<file path="config.mk">
export PLATFORM = sky130hd
export DESIGN_NAME = audio_tone_gen
export DESIGN_NICKNAME = d
export VERILOG_FILES = /design/src/rtl/audio_tone_gen.sv
export SDC_FILE = /design/constraint.sdc
export NUM_CORES = 1
export LEC_CHECK = 0
export BUFFER_PORTS_ARGS = -buffer_cell sky130_fd_sc_hd__buf_4
export CAP_MARGIN = 25
export CORE_UTILIZATION = 40
export CTS_BUF_LIST = sky130_fd_sc_hd__clkbuf_4
export DETAILED_ROUTE_END_ITERATION = 6
export PLACE_DENSITY = 0.59
export SLEW_MARGIN = 20
export SYNTH_ARGS = -nofsm -noshare
export SYNTH_HDL_FRONTEND = slang
export SYNTH_SLANG_ARGS = --single-unit
</file>
<file path="constraint.sdc">
create_clock -name CLK -period 4.85 [get_ports CLK]
set_input_delay 0.485 -clock CLK [delete_from_list [all_inputs] [get_ports CLK]]
set_output_delay 0.485 -clock CLK [all_outputs]
set_load 0.03 [all_outputs]
</file>
<file path="src/rtl/audio_tone_gen.sv">
// Square / sawtooth / triangle tone source, advanced by an external sample strobe.
// Settings are double-buffered and take effect at a period boundary or while idle.
module audio_tone_gen #(
    parameter int DATA_W         = 16,
    parameter int CNT_W          = 18,
    parameter int DEFAULT_PERIOD = 128
) (
    input  logic              CLK,
    input  logic              RST_N,
    input  logic              enable,
    input  logic              sample_en,
    input  logic              load,
    input  logic [CNT_W-1:0]  cfg_period,
    input  logic [CNT_W-1:0]  cfg_duty,
    input  logic [DATA_W-1:0] cfg_amp,
    input  logic [DATA_W-1:0] cfg_step,
    input  logic [1:0]        cfg_mode,
    output logic [DATA_W-1:0] data,
    output logic              valid,
    output logic              wrap
);

    typedef enum logic [1:0] {
        MODE_SQUARE = 2'd0,
        MODE_SAW    = 2'd1,
        MODE_TRI    = 2'd2,
        MODE_SILENT = 2'd3
    } mode_t;

    typedef struct packed {
        logic [CNT_W-1:0]  period;
        logic [CNT_W-1:0]  duty;
        logic [DATA_W-1:0] amp;
        logic [DATA_W-1:0] step;
        mode_t             mode;
    } cfg_t;

    localparam cfg_t DEF_CFG = '{
        period: CNT_W'(DEFAULT_PERIOD),
        duty:   CNT_W'(DEFAULT_PERIOD / 2),
        amp:    {2'b00, {(DATA_W-2){1'b1}}},
        step:   DATA_W'(1),
        mode:   MODE_SQUARE
    };

    cfg_t             act_r;
    cfg_t             pend_r;
    cfg_t             cap_cfg;
    logic             pend;
    logic [CNT_W-1:0] count_r;

    logic [DATA_W:0]   up_sum;
    logic [DATA_W-1:0] up_sat;
    logic [DATA_W-1:0] dn_sat;
    logic [DATA_W-1:0] next_sample;
    logic              last;

    // Period below 2 is forced to 2 as the settings are captured.
    always_comb begin
        cap_cfg.period = (cfg_period < CNT_W'(2)) ? CNT_W'(2) : cfg_period;
        cap_cfg.duty   = cfg_duty;
        cap_cfg.amp    = cfg_amp;
        cap_cfg.step   = cfg_step;
        cap_cfg.mode   = mode_t'(cfg_mode);
    end

    // data doubles as the previous level L; the up-sum carries one extra bit so it saturates.
    always_comb begin
        up_sum      = {1'b0, data} + {1'b0, act_r.step};
        up_sat      = (up_sum > {1'b0, act_r.amp}) ? act_r.amp : up_sum[DATA_W-1:0];
        dn_sat      = (data > act_r.step) ? (data - act_r.step) : '0;
        last        = (count_r == act_r.period - CNT_W'(1));
        next_sample = '0;
        case (act_r.mode)
            MODE_SQUARE: next_sample = (count_r < act_r.duty) ? act_r.amp : '0;
            MODE_SAW:    next_sample = (count_r == '0) ? '0 : up_sat;
            MODE_TRI: begin
                if (count_r == '0)
                    next_sample = '0;
                else if (count_r < (act_r.period >> 1))
                    next_sample = up_sat;
                else
                    next_sample = dn_sat;
            end
            default:     next_sample = '0;
        endcase
    end

    always_ff @(posedge CLK) begin
        if (!RST_N) begin
            act_r   <= DEF_CFG;
            pend_r  <= DEF_CFG;
            pend    <= 1'b0;
            count_r <= '0;
            data    <= '0;
            valid   <= 1'b0;
            wrap    <= 1'b0;
        end else begin
            valid <= 1'b0;
            wrap  <= 1'b0;
            if (load) begin
                pend_r <= cap_cfg;
                pend   <= 1'b1;
            end
            if (!enable) begin
                count_r <= '0;
                data    <= '0;
                if (pend) begin
                    act_r <= pend_r;
                    pend  <= load;
                end
            end else if (sample_en) begin
                data  <= next_sample;
                valid <= 1'b1;
                if (last) begin
                    count_r <= '0;
                    wrap    <= 1'b1;
                    // A load on the boundary sample bypasses the pending buffer.
                    if (load) begin
                        act_r <= cap_cfg;
                        pend  <= 1'b0;
                    end else if (pend) begin
                        act_r <= pend_r;
                        pend  <= 1'b0;
                    end
                end else begin
                    count_r <= count_r + CNT_W'(1);
                end
            end
        end
    end

endmodule
</file>
Word level (Yosys, flattened, before mapping)
Cells that the tools add are included.
- word-level logic and storage cells: 57
- output and inout bits: 18
- bits in latches: 0
- memories: 0
- memory bits (writable): 0
- bits in read-only memories: 0
- input bits: 75
- bits in registers: 177
- reduce and logical (&&, ||, !) cells: 5
- add/sub/neg operators: 4
- muxes and demuxes: 23
- divide/modulo/power cells: 0
- multiply operators: 0
- shift operators: 0
- magnitude comparators: 5
- equality and inequality tests: 5
- bitwise operators: 0
- operators with widths (kind ; number):
    70-bit 2-to-1 mux ; 5
    16-bit 2-to-1 mux ; 6
    16-bit case mux with 3 select lines ; 1
    18-bit 2-to-1 mux ; 2
    18-bit by 1-bit adder with 18-bit output, second input constant ; 1
    18-bit == test ; 1
    18-bit zero test ; 1
    18-bit by 17-bit less-than comparator with 1-bit output ; 1
    18-bit less-than comparator ; 1
    18-bit by 2-bit less-than comparator with 1-bit output, second input constant ; 1
    18-bit by 1-bit subtractor with 18-bit output, second input constant ; 1
    16-bit by 16-bit adder with 17-bit output ; 1
    17-bit by 16-bit > comparator with 1-bit output ; 1
    16-bit > comparator ; 1
    16-bit subtractor ; 1
    1-bit 2-to-1 mux ; 9
    2-bit by 1-bit != test with 1-bit output, second input constant ; 2
    2-bit AND reduction ; 2
    3-bit AND reduction ; 1
    2-bit by 1-bit == test with 1-bit output, second input constant ; 1
    2-bit == test, second input constant ; 1
    2-bit zero test ; 1

Logic depth before layout (Yosys ltp)
Gate-level depths: netlist of run 1.
- depth after elaboration: 6
- mapped depth: 18
- gate-level depth less buffers: 18

Worst setup path before layout of run 1
Ideal clock, no wire load.
- kind: flip-flop to flip-flop
- from: register data[5]
- to: register data[0]
- data required time: 4.728 ns
- library setup time: 0.122 ns
- setup slack: 0.666 ns
- period minus slack after synthesis: 4.184 ns
- arrival time: 4.062 ns
- cell stages (with the launch flop): 16
- path buffers: 0
- cell sequence: dfxtp_1 -> ha_1 -> inv_1 -> a2111oi_0 -> a21oi_1 -> nor3_1 -> o31ai_1 -> xnor2_1 -> ha_1 -> nand2_1 -> or2_2 -> o221a_2 -> o211ai_1 -> nor2_1 -> o211a_1 -> a221o_1
- word-level cells in the longest chain between the ends: 6
- elaborated cells between the ends (all ways): 9
- those cells by class: add/sub (1); order compare (2); mux (6)
- ends and longest elaborated chain (item ; line ; source):
    start, declared ; 18 ; output logic [DATA_W-1:0] data,
    start signal, assigned ; 113 ; data <= next_sample;
    16-bit by 16-bit adder with 17-bit output ; 69 ; up_sum = {1'b0, data} + {1'b0, act_r.step};
    17-bit by 16-bit > comparator with 1-bit output ; 70 ; up_sat = (up_sum > {1'b0, act_r.amp}) ? act_r.amp : up_sum[DATA_W-1:0];
    16-bit 2-to-1 mux ; 70 ;
    16-bit 2-to-1 mux ; 80 ; else if (count_r < (act_r.period >> 1))
    16-bit 2-to-1 mux ; 78 ; if (count_r == '0)
    16-bit case mux with 3 select lines * ; 74 ; case (act_r.mode)
Mark *: on every way between the ends. The rest lies on a longest branch, timed or not.
A chain may end at the register's enable or synchronous reset.

Worst setup path after layout of run 1
- from: register act_r[11] (netlist bit)
- to: register data[11]
- word-level cells in the longest chain between the ends: 6
- elaborated cells between the ends (all ways): 10
- those cells by class: add/sub (2); order compare (2); mux (6)
- ends and longest elaborated chain (item ; line ; source):
    start, declared ; 46 ; cfg_t act_r;
    start signal, assigned ; 109 ; act_r <= pend_r;
    start signal, assigned ; 120 ; act_r <= cap_cfg;
    start signal, assigned ; 123 ; act_r <= pend_r;
    16-bit by 16-bit adder with 17-bit output ; 69 ;
    17-bit by 16-bit > comparator with 1-bit output ; 70 ;
    16-bit 2-to-1 mux ; 70 ;
    16-bit 2-to-1 mux ; 80 ;
    16-bit 2-to-1 mux ; 78 ;
    16-bit case mux with 3 select lines * ; 74 ;
Marks and branches as above.

==> reports/qor.yml, run 1 <==
synth:
  synth_ff_type: "dfxtp_1"
  syn-num-nets: 1568
  synthArstFlopShare_pct: 0
  netlist_top_cells_count: "dfxtp_1, nor2_1, mux2i_1"
  synth_edf_count: 0
  ys_warn_count: 0
  ys_types: 73
  netlist_area_sq_um: 11620
  synth_top_area_share_pct: 30.48
  synth.area.top_cells: "dfxtp_1, mux2i_1, ha_1"
  ys_seq_area_share_pct: 30.48
  syn_inst: 1407
  syn_area_per_cell_sq_um: 8.261
  synth_most_common_cell: "dfxtp_1"
  yosysTopAreaCell: "dfxtp_1"
  ys_ff_latch: 177
route:
  wl_met3_um: 1342
  wl_per_cell_um: 17.85
  ant_nets: 0
  drtIter0Drc: 776
  drc_errors: 0
  drtPass1Iterations: 5
  drt-total-wl_um: 32650
  highest-signal-layer: "met4"
  routed_via_density: 5.534
  wl_met2_um: 14210
  wl_met1_um: 16730
  route.vias.total: 10120
cells_and_area:
  syn2layout_area_growth_pct: 9.494
  nNetsFinal: 1592
  drive_gt1_share_pct: 11.63
cts:
  numCtsBuffers: 17
  clock_latency_ns: 0.60
  post_cts_buffers: 0
  ctsHoldBuffers: 0
  cts-resized-gates: 0
  htreeDepth: 4
  cts.sinks: 177
  max-clock-path-buffers: 2
  clockRootBuffer: "clkbuf_4"
  clk_pin_slew_ns: 0.17
  cts_tree: "yes"
placed_design:
  place_ws_ns: 0.4976
  hpwl_um: 23490
  io_buffer_count: 92
  routabilityCongestion: 0.9180
floorplanning:
  die_w_um: 172.5
  fp.dieH_um: 172.5
  rows: 62
  core_area_sq_um: 28630
  initial_utilization_pct: 40.61
  design.die.area_sq_um: 29740
  ios: 93
critical_path:
  crit_path_max_fanout: 10
  cp.arrival_ns: 4.91
  path_class: "flip-flop to flip-flop"
  crit_required_ns: 5.33
  critPathCaptureType: "flip-flop"
  rr_worst_depth: 18
  critPathLaunchType: "flip-flop"
  worst-r2r-setup-slack_ns: 0.41
flow_run:
  max-cap-violations: 0
grt:
  grt_use_total_pct: 22.26
  antenna_found_initial: 1
  first_global_vias: 9321
  grt_pass1_wl_um: 51610
  gr-total-overflow: 0
  grt_max_degree: 93
timing:
  slew_viol_final: 0
  finalSetupViolCount: 0
  hold_ws_ns: 0.09957
  setup_slack_ns: 0.4111
  worstMarginPinSlew_ns: 1.021
  fin_crit_ns: 4.439
  max_freq_mhz: 225.3
  min_period_over_period_pct: 91.52
  clock_skew_ns: 0.03117
  relSlewSlack_pct: 31.04
  hold_viol: 0
  rsz0062_at_grt: "no"
  fin_setup_tns_ns: 0
power:
  power_uw: 3240
  ir_worst_vdd_v: 0.0001335
  power.density_nw_per_um2: 254.6
  cellLeakagePower_uw: 0.005491
worst_hold_path:
  hp-class: "input pin to flip-flop"
  min_path_cells: 3
status:
  status: "completed"
==> critical path: stages (launching register included) <==
cell and delay (ns):
dfxtp_1 0.40, inv_1 0.06, ha_1 0.49, nor2_1 0.07
a221oi_1 0.40, nand4_1 0.20, a41oi_1 0.35, o21bai_1 0.10
a21oi_1 0.19, xnor2_1 0.12, ha_1 0.31, nand4_1 0.08
or4_1 0.40, o21ai_0 0.14, o211a_1 0.24, o21bai_1 0.08
buf_4 0.18, and2_1 0.18, a221o_1 0.35
==> cell type report <==
type | count | area [sq um]
diodes | 1 | 2.502
clock buffers | 20 | 150.1
clock inverters | 12 | 98.84
fillers | 2817 | 15900
inverters | 92 | 346.6
multi-input cells | 1039 | 7296
flip-flops and latches | 177 | 3547
well taps | 384 | 480.5
repair buffers | 104 | 805.8
==> final timing paths <==
path               start    endpoint
max            act_r[11]    data[11]
min          cfg_amp[13]  pend_r[31]
max reg2reg    act_r[11]    data[11]
min reg2reg   pend_r[25]  pend_r[25]
==> metal layers <==
layer / global-route usage (%) / up-vias
li1: - / 5067
met1: 32.31 / 4815
met2: 34.29 / 216
met3: 3.319 / 23
met4: 5.194 / 0
met5: 0 / -
==> cells in the final DEF, fill, tap and decap left out, types with 13 or more instances in the layout <==
cell type and instances:
dfxtp_1 176, nor2_1 161, mux2i_1 139, a21oi_1 114, buf_4 102, inv_1 90
ha_1 84, nand3_1 77, nand2_1 72, o31ai_1 46, xnor2_1 39, o21ai_0 32
nor3_1 31, o211ai_1 26, xor2_1 25, nand4_1 20, clkbuf_4 20, nor4_1 15
o31ai_2 13
==> registers in the layout, indices dropped and copies added (netlist names) <==
register  flops
count_r      18
wrap          1
data         16
pend_r       70
pend          1
valid         1
act_r        70
==> metrics by stage <==
step	cells	util (%)	instance area, sq um
3_3_place_gp	1795	43.56	12470
4_1_cts	1828	44.45	12720
6_report	1829	44.46	12730
3_5_place_dp	1796	43.58	12480
2_1_floorplan	1407	-	11620
5_1_grt	1829	44.46	12730
==> power breakdown <==
part	switching, uW	internal, uW	leakage, uW
clock	599	232	0.000141
sequential	91.0	1530	0.00145
combinational	453	336	0.00390
total	1140	2100	0.00549
==> cells by family after synthesis <==
group | share of synthesized area [%]
adders and majority gates | 9.386
muxes | 11.97
xor gates and xnor gates | 4.962
DFF | 30.48
and+or+nand+nor | 17.35
AOI/OAI and AO/OA | 19.06
buffers and inverters | 6.781
(Power assumes the default switching activity.)
==> run 2: changes to the inputs <==
--- a/config.mk
+++ b/config.mk
@@ -7,10 +7,12 @@
 export LEC_CHECK = 0
 export BUFFER_PORTS_ARGS = -buffer_cell sky130_fd_sc_hd__buf_4
 export CAP_MARGIN = 25
+export CORE_MARGIN = 1.5
 export CORE_UTILIZATION = 40
 export CTS_BUF_LIST = sky130_fd_sc_hd__clkbuf_4
 export DETAILED_ROUTE_END_ITERATION = 6
 export PLACE_DENSITY = 0.59
+export RECOVER_POWER = 25
 export SLEW_MARGIN = 20
 export SYNTH_ARGS = -nofsm -noshare
 export SYNTH_HDL_FRONTEND = slang
==> run 2 against run 1 <==
The run now ends with capacitance limit, slew limit left. Clock skew decreased by 0.0024 ns. Largest cell class unchanged. Clock power rose by 13%. Highest routed layer unchanged. Largest power group unchanged. Worst setup slack gained 0.0050 ns. Non-clock buffer count is 1 higher.
==> reports/qor.yml, run 2 (synthesized netlist as in run 1, its figures left out) <==
critical_path:
  rr_endpoint: "data[15]"  # was data[11]
  path_class: "flip-flop to flip-flop"  # unchanged
  cp.arrival_ns: 4.95  # was 4.91 ns
  crit_path_max_fanout: 8  # was 10
  slowest_delay_ns: 0.52  # was 0.49 ns
  worst-r2r-setup-slack_ns: 0.42  # was 0.41 ns
  rr_worst_depth: 18  # unchanged
  crit_required_ns: 5.37  # was 5.33 ns
  critPathLaunchType: "flip-flop"  # unchanged
  crit_slowest_cell: "a221oi_1"  # was ha_1
  path_cells: "inv_1, ha_1, inv_1, a221oi_1, o41ai_1, a41oi_1, o21bai_1, a21oi_1, xnor2_1, ha_1, nand4_1, or4_1, o21ai_0, o211a_1, o21bai_1, buf_4, a32o_1, a221o_1"  # was inv_1, ha_1, nor2_1, a221oi_1, nand4_1, a41oi_1, o21bai_1, a21oi_1, xnor2_1, ha_1, nand4_1, or4_1, o21ai_0, o211a_1, o21bai_1, buf_4, and2_1, a221o_1
  critPathCaptureType: "flip-flop"  # unchanged
  r2r_start: "act_r[9]"  # was act_r[11]
timing:
  hold_ws_ns: 0.06667  # was 0.09957 ns
  rsz0062_at_grt: "no"  # unchanged
  min_period_over_period_pct: 91.42  # was 91.52%
  slew_viol_final: 80  # was 0
  worstMarginPinSlew_ns: 3.549  # was 1.021 ns
  fin_crit_ns: 4.434  # was 4.439 ns
  finalSetupViolCount: 0  # unchanged
  max_freq_mhz: 225.5  # was 225.3 MHz
  hold_viol: 0  # unchanged
  setup_slack_ns: 0.4162  # was 0.4111 ns
  relSlewSlack_pct: -136.6  # was 31.04%
  fin_setup_tns_ns: 0  # unchanged
  clock_skew_ns: 0.02877  # was 0.03117 ns
cts:
  clockRootBuffer: "clkbuf_4"  # unchanged
  max-clock-path-buffers: 2  # unchanged
  htreeDepth: 4  # unchanged
  cts.sinks: 177  # unchanged
  cts_tree: "yes"  # unchanged
  clk_pin_slew_ns: 0.19  # was 0.17 ns
  post_cts_buffers: 0  # unchanged
  clock_latency_ns: 0.62  # was 0.60 ns
  numCtsBuffers: 17  # unchanged
  ctsHoldBuffers: 0  # unchanged
  cts-resized-gates: 0  # unchanged
power:
  pwr-share-comb_pct: 23.7  # was 24.4%
  p_clk_share_pct: 28.0  # was 25.6%
  p_int_uw: 2157  # was 2097 uW
  switchingPower_uw: 1195  # was 1143 uW
  netSwitchingFraction_pct: 35.64  # was 35.28%
  share_seq_of_total_power_pct: 48.3  # was 50.0%
  cellLeakagePower_uw: 0.005477  # was 0.005491 uW
  ir_worst_vdd_v: 0.0001223  # was 0.0001335 V
  power.density_nw_per_um2: 262.7  # was 254.6 nW/um^2
grt:
  first_global_vias: 9313  # was 9321
  grt_use_total_pct: 21.51  # was 22.26%
  grt_pass1_wl_um: 51850  # was 51610 um
  grt_max_degree: 79  # was 93
  gr-total-overflow: 0  # unchanged
  antenna_found_initial: 2  # was 1
worst_hold_path:
  hp-class: "input pin to flip-flop"  # unchanged
  hp-start: "cfg_amp[6]"  # was cfg_amp[13]
  holdPathEnd: "pend_r[24]"  # was pend_r[31]
  min_path_cells: 3  # unchanged
route:
  wl_per_cell_um: 17.94  # was 17.85 um
  ant_nets: 0  # unchanged
  drtIter0Drc: 723  # was 776
  routed_via_density: 5.608  # was 5.534
  route.vias.total: 10270  # was 10120
  drtPass1Iterations: 5  # unchanged
  drt-total-wl_um: 32840  # was 32650 um
  drc_errors: 0  # unchanged
floorplanning:
  fp.dieH_um: 173.5  # was 172.5 um
  core_area_sq_um: 28630  # unchanged
  ios: 93  # unchanged
  design.die.area_sq_um: 30090  # was 29740 sq um
  die_w_um: 173.5  # was 172.5 um
  initial_utilization_pct: 40.61  # unchanged
  rows: 62  # unchanged
cells_and_area:
  final_common_cell: "dfxtp_1"  # unchanged
  syn2layout_area_growth_pct: 9.763  # was 9.494%
  final_cell_mix: "dfxtp_1, nor2_1, mux2i_1"  # unchanged
  utilization_pct: 44.57  # was 44.46%
  drive_gt1_share_pct: 11.00  # was 11.63%
  top_regs: "act_r x70, pend_r x70, count_r x18"  # unchanged
  nNetsFinal: 1593  # was 1592
placed_design:
  hpwl_um: 23740  # was 23490 um
  place_ws_ns: 0.4870  # was 0.4976 ns
  io_buffer_count: 92  # unchanged
  routabilityCongestion: 0.8871  # was 0.9180
status:
  status: "complete, but fails checks"  # was completed
  failed_checks: "capacitance limit, slew limit"
flow_run:
  max-cap-violations: 2  # was 0
[run 2: cell count changes in the layout (fill, tap and decap cells not counted)]
cell,change
buf_6,+1
bufinv_16,+1
clkbuf_1,+10
clkinv_2,-2
clkbuf_2,+1
clkinv_4,-2
clkinv_8,+4
inv_6,-1
clkbuf_4,-3
buf_12,-1
buf_4,-10
diode_2,+1
inv_8,+3
[run 2: metal layers]
| metal | part of all wire, % | up-vias | GRT usage (%) |
|---|---|---|---|
| met1 | 51 | 4908 | 31.79 |
| met3 | 4.8 | 35 | 3.048 |
| li1 | - | 5064 | - |
| met2 | 43 | 261 | 32.51 |
| met4 | 1.5 | 0 | 5.616 |
| met5 | 0 | - | 0 |
[run 2: critical path: cells and delay by family (launching register included)]
kind,cells,cell delay [ns]
AOI/OAI and AO/OA,10,2.22
adders and majority gates,2,0.69
and+or+nand+nor,2,0.48
DFF,1,0.43
buffers and inverters,3,0.39
xor gates and xnor gates,1,0.12
[run 2: worst max-delay path by stage]
stage | start | to | slack (ns) | cells past startpoint
6_report | act_r[9] | data[15] | 0.42 | 18
4_1_cts | act_r[7] | data[15] | 0.45 | 17
3_5_place_dp | act_r[11] | data[15] | 0.49 | 18
3_3_place_gp | act_r[11] | data[15] | 0.56 | 18
5_1_grt | act_r[11] | data[15] | 0.06 | 18
2_1_floorplan | data[5] | data[0] | 0.67 | 15
[run 2: layout make-up]
class	instances	area (sq um)
tap	384	480.5
clock buffer	17	127.6
inverter	92	346.6
multi-input combinational	1039	7296
clock inverter	15	191.4
antenna	2	5.005
sequential	177	3547
timing repair buffer	105	764.5
fill	2863	15870
[run 2: through the flow]
step | cell area, sq um | power, uW | cells
2_1_floorplan | 11620 | 2192 | 1407
3_3_place_gp | 12460 | 2428 | 1796
3_5_place_dp | 12470 | 2437 | 1797
4_1_cts | 12790 | 3380 | 1829
5_1_grt | 12760 | 3529 | 1831
6_report | 12760 | 3352 | 1831
[run 2: power groups by stage]
stage               registers [uW]  clock network (uW)  logic (uW)
floorplan                     1620                   0         575
global placement              1650                   0         781
detailed placement            1650                   0         787
CTS                           1620                 971         791
global route                  1630                1020         879
finish                        1620                 938         796
==> run 3: changes to the inputs <==
--- a/config.mk
+++ b/config.mk
@@ -7,6 +7,7 @@
 export LEC_CHECK = 0
 export BUFFER_PORTS_ARGS = -buffer_cell sky130_fd_sc_hd__buf_4
 export CAP_MARGIN = 25
+export CORE_ASPECT_RATIO = 2
 export CORE_MARGIN = 1.5
 export CORE_UTILIZATION = 40
 export CTS_BUF_LIST = sky130_fd_sc_hd__clkbuf_4
==> run 3 against run 2 <==
The flow still finishes with violations (capacitance limit, slew limit). Die area increased by 0.21%. Critical endpoint is now data[11]. Largest power group unchanged. Wire length increased by 8.7%. Flip-flop and latch count unchanged.
==> reports/qor.yml, run 3 (synthesized netlist as in run 1, its figures left out) <==
status:
  status: "complete, but fails checks"  # unchanged
  failed_checks: "capacitance limit, slew limit"  # unchanged
cells_and_area:
  utilization_pct: 45.38  # was 44.57%
  design_area_sq_um: 13040  # was 12760 sq um
  fill_cells: 2871  # was 2863
  final_common_cell: "dfxtp_1"  # unchanged
  final_cell_mix: "dfxtp_1, nor2_1, mux2i_1"  # unchanged
  syn2layout_area_growth_pct: 12.19  # was 9.763%
  ff_latch_area_sq_um: 3547  # unchanged
  top_regs: "act_r x70, pend_r x70, count_r x18"  # unchanged
  nNetsFinal: 1625  # was 1593
  instances_no_fill: 1839  # was 1831
  multi_input_area_sq_um: 7302  # was 7296 sq um
  drive_gt1_share_pct: 11.65  # was 11.00%
route:
  wl_per_cell_um: 19.41  # was 17.94 um
  drc_errors: 0  # unchanged
  ant_nets: 0  # unchanged
  drtPass1Iterations: 6  # was 5
  drtIter0Drc: 657  # was 723
  routed_via_density: 5.664  # was 5.608
  drt-total-wl_um: 35690  # was 32840 um
  route.vias.total: 10420  # was 10270
timing:
  setup_slack_ns: 0.4196  # was 0.4162 ns
  clock_skew_ns: 0.02844  # was 0.02877 ns
  fin_crit_ns: 4.430  # was 4.434 ns
  fin_setup_tns_ns: 0  # unchanged
  hold_viol: 0  # unchanged
  worstMarginPinSlew_ns: 3.780  # was 3.549 ns
  rsz0062_at_grt: "no"  # unchanged
  max_freq_mhz: 225.7  # was 225.5 MHz
  min_period_over_period_pct: 91.35  # was 91.42%
  relSlewSlack_pct: -152.0  # was -136.6%
  slew_viol_final: 247  # was 80
  finalSetupViolCount: 0  # unchanged
floorplanning:
  design.die.area_sq_um: 30150  # was 30090 sq um
  rows: 88  # was 62
  initial_utilization_pct: 40.45  # was 40.61%
  core_area_sq_um: 28740  # was 28630 sq um
  ios: 93  # unchanged
  die_w_um: 123.5  # was 173.5 um
  fp.dieH_um: 244.1  # was 173.5 um
grt:
  use_met1_pct: 24.21  # was 31.79%
  first_global_vias: 10260  # was 9313
  grt_use_total_pct: 24.38  # was 21.51%
  gr-total-overflow: 0  # unchanged
  top_usage_layer: "met2"  # unchanged
  grt.met3_usage_pct: 3.008  # was 3.048%
  grt_max_degree: 83  # was 79
  grt_use_met2_pct: 46.90  # was 32.51%
  antenna_found_initial: 2  # unchanged
  grt_pass1_wl_um: 55960  # was 51850 um
critical_path:
  slowest_delay_ns: 0.67  # was 0.52 ns
  critPathCaptureType: "flip-flop"  # unchanged
  critPathLaunchType: "flip-flop"  # unchanged
  crit_path_max_fanout: 4  # was 8
  endpoint: "data[11]"  # was data[15]
  r2r_start: "act_r[7]"  # was act_r[9]
  cp.depth: 16  # was 18
  cp.arrival_ns: 5.00  # was 4.95 ns
  crit_required_ns: 5.42  # was 5.37 ns
  path_buf_inv: 3  # unchanged
  rr_worst_depth: 16  # was 18
  startpoint: "act_r[7]"  # was act_r[9]
  crit_slowest_cell: "a2111oi_0"  # was a221oi_1
  path_cells: "inv_1, ha_1, inv_1, a2111oi_0, a21oi_1, nor3_1, xnor2_1, ha_1, nand4_1, or4_1, o21ai_0, o211a_1, o21bai_1, buf_4, and2_1, a221o_1"  # was inv_1, ha_1, inv_1, a221oi_1, o41ai_1, a41oi_1, o21bai_1, a21oi_1, xnor2_1, ha_1, nand4_1, or4_1, o21ai_0, o211a_1, o21bai_1, buf_4, a32o_1, a221o_1
  rr_endpoint: "data[11]"  # was data[15]
  path_delay_family: "compound AO/OA/AOI/OAI gates"  # unchanged
  path_class: "flip-flop to flip-flop"  # unchanged
  worst-r2r-setup-slack_ns: 0.42  # about the same
cts:
  numCtsBuffers: 17  # unchanged
  htreeDepth: 4  # unchanged
  cts_tree: "yes"  # unchanged
  cts.sinks: 177  # unchanged
  clock_latency_ns: 0.67  # was 0.62 ns
  clockRootBuffer: "clkbuf_4"  # unchanged
  max-clock-path-buffers: 2  # unchanged
  clk_pin_slew_ns: 0.15  # was 0.19 ns
placed_design:
  place_area_sq_um: 12510  # was 12470 sq um
  hpwl_um: 25790  # was 23740 um
  place_ws_ns: 0.2702  # was 0.4870 ns
  dp.cells: 1781  # was 1797
  routabilityCongestion: 0.9714  # was 0.8871
  io_buffer_count: 92  # unchanged
power:
  power.density_nw_per_um2: 259.9  # was 262.7 nW/um^2
  ir_worst_vdd_v: 0.0001589  # was 0.0001223 V
  cellLeakagePower_uw: 0.005636  # was 0.005477 uW
worst_hold_path:
  hp-class: "input pin to flip-flop"  # unchanged
  min_path_cells: 3  # unchanged
  hp-start: "cfg_amp[13]"  # was cfg_amp[6]
flow_run:
  max-cap-violations: 5  # was 2
## run 3: changes by cell type in the layout (fill, tap and decap cells not counted), sizes merged, moves of 2 or more
| cell | delta |
|---|---|
| dlygate4sd3 | +23 |
| clkbuf | -2 |
| buf | +13 |
| inv | -4 |
| bufinv | +2 |
## run 3: worst min path at each step
stage	slack, ns	endpoint
5_1_grt	0.04	pend_r[9]
4_1_cts	0.0003	pend_r[9]
2_1_floorplan	0.44	pend_r[18]
3_5_place_dp	0.46	pend_r[30]
6_report	0.07	pend_r[31]
3_3_place_gp	0.45	pend_r[22]
## run 3: power by group
part / switching [uW] / leakage [uW] / total (uW) / internal, uW
combinational: 475 / 0.00402 / 834 / 359
sequential: 88.7 / 0.00145 / 1620 / 1530
clock: 568 / 0.000163 / 938 / 370
## run 3: through the flow
stage	hold WS (ns)	power (uW)
after global placement	0.4536	2454
after detailed placement	0.4618	2464
final	0.06542	3389
after floorplan	0.4413	2192
after global routing	0.04320	3568
after CTS	0.0002847	3425
## run 3: cell type report
| cell class | instances | area share [%] |
|---|---|---|
| clock inverter | 13 | 1.219 |
| timing repair buffer | 137 | 8.338 |
| multi-input combinational | 1039 | 56.00 |
| tap | 360 | 3.454 |
| sequential | 177 | 27.20 |
| antenna | 2 | 0.03838 |
| clock buffer | 19 | 1.094 |
| inverter | 92 | 2.658 |
## run 3: worst reg2reg max path: cells and delay by family, from the launching register on
| family | cells | cell delay, ns |
|---|---|---|
| flip-flops | 1 | 0.40 |
| AND/OR/NAND/NOR | 4 | 1.19 |
| XOR/XNOR | 1 | 0.15 |
| buffers and inverters | 3 | 0.32 |
| AO/OA/AOI/OAI | 6 | 1.71 |
| adder cells (fa/ha/maj) | 2 | 0.59 |
## run 3: layer usage
metal  routed length (um)  vias up
met5                    0        -
met4                 1785        0
met3                 1038       96
met2                19920      237
met1                12950     4953
li1                     -     5131
## run 3: what timing repair did
action | 4_1_cts | 5_1_grt
hold endpoints to repair | 23 | 0
hold buffers | 23 | 0
resized for setup | 0 | 1
endpoints found under the setup margin | 0 | 4
setup buffers | 0 | 0
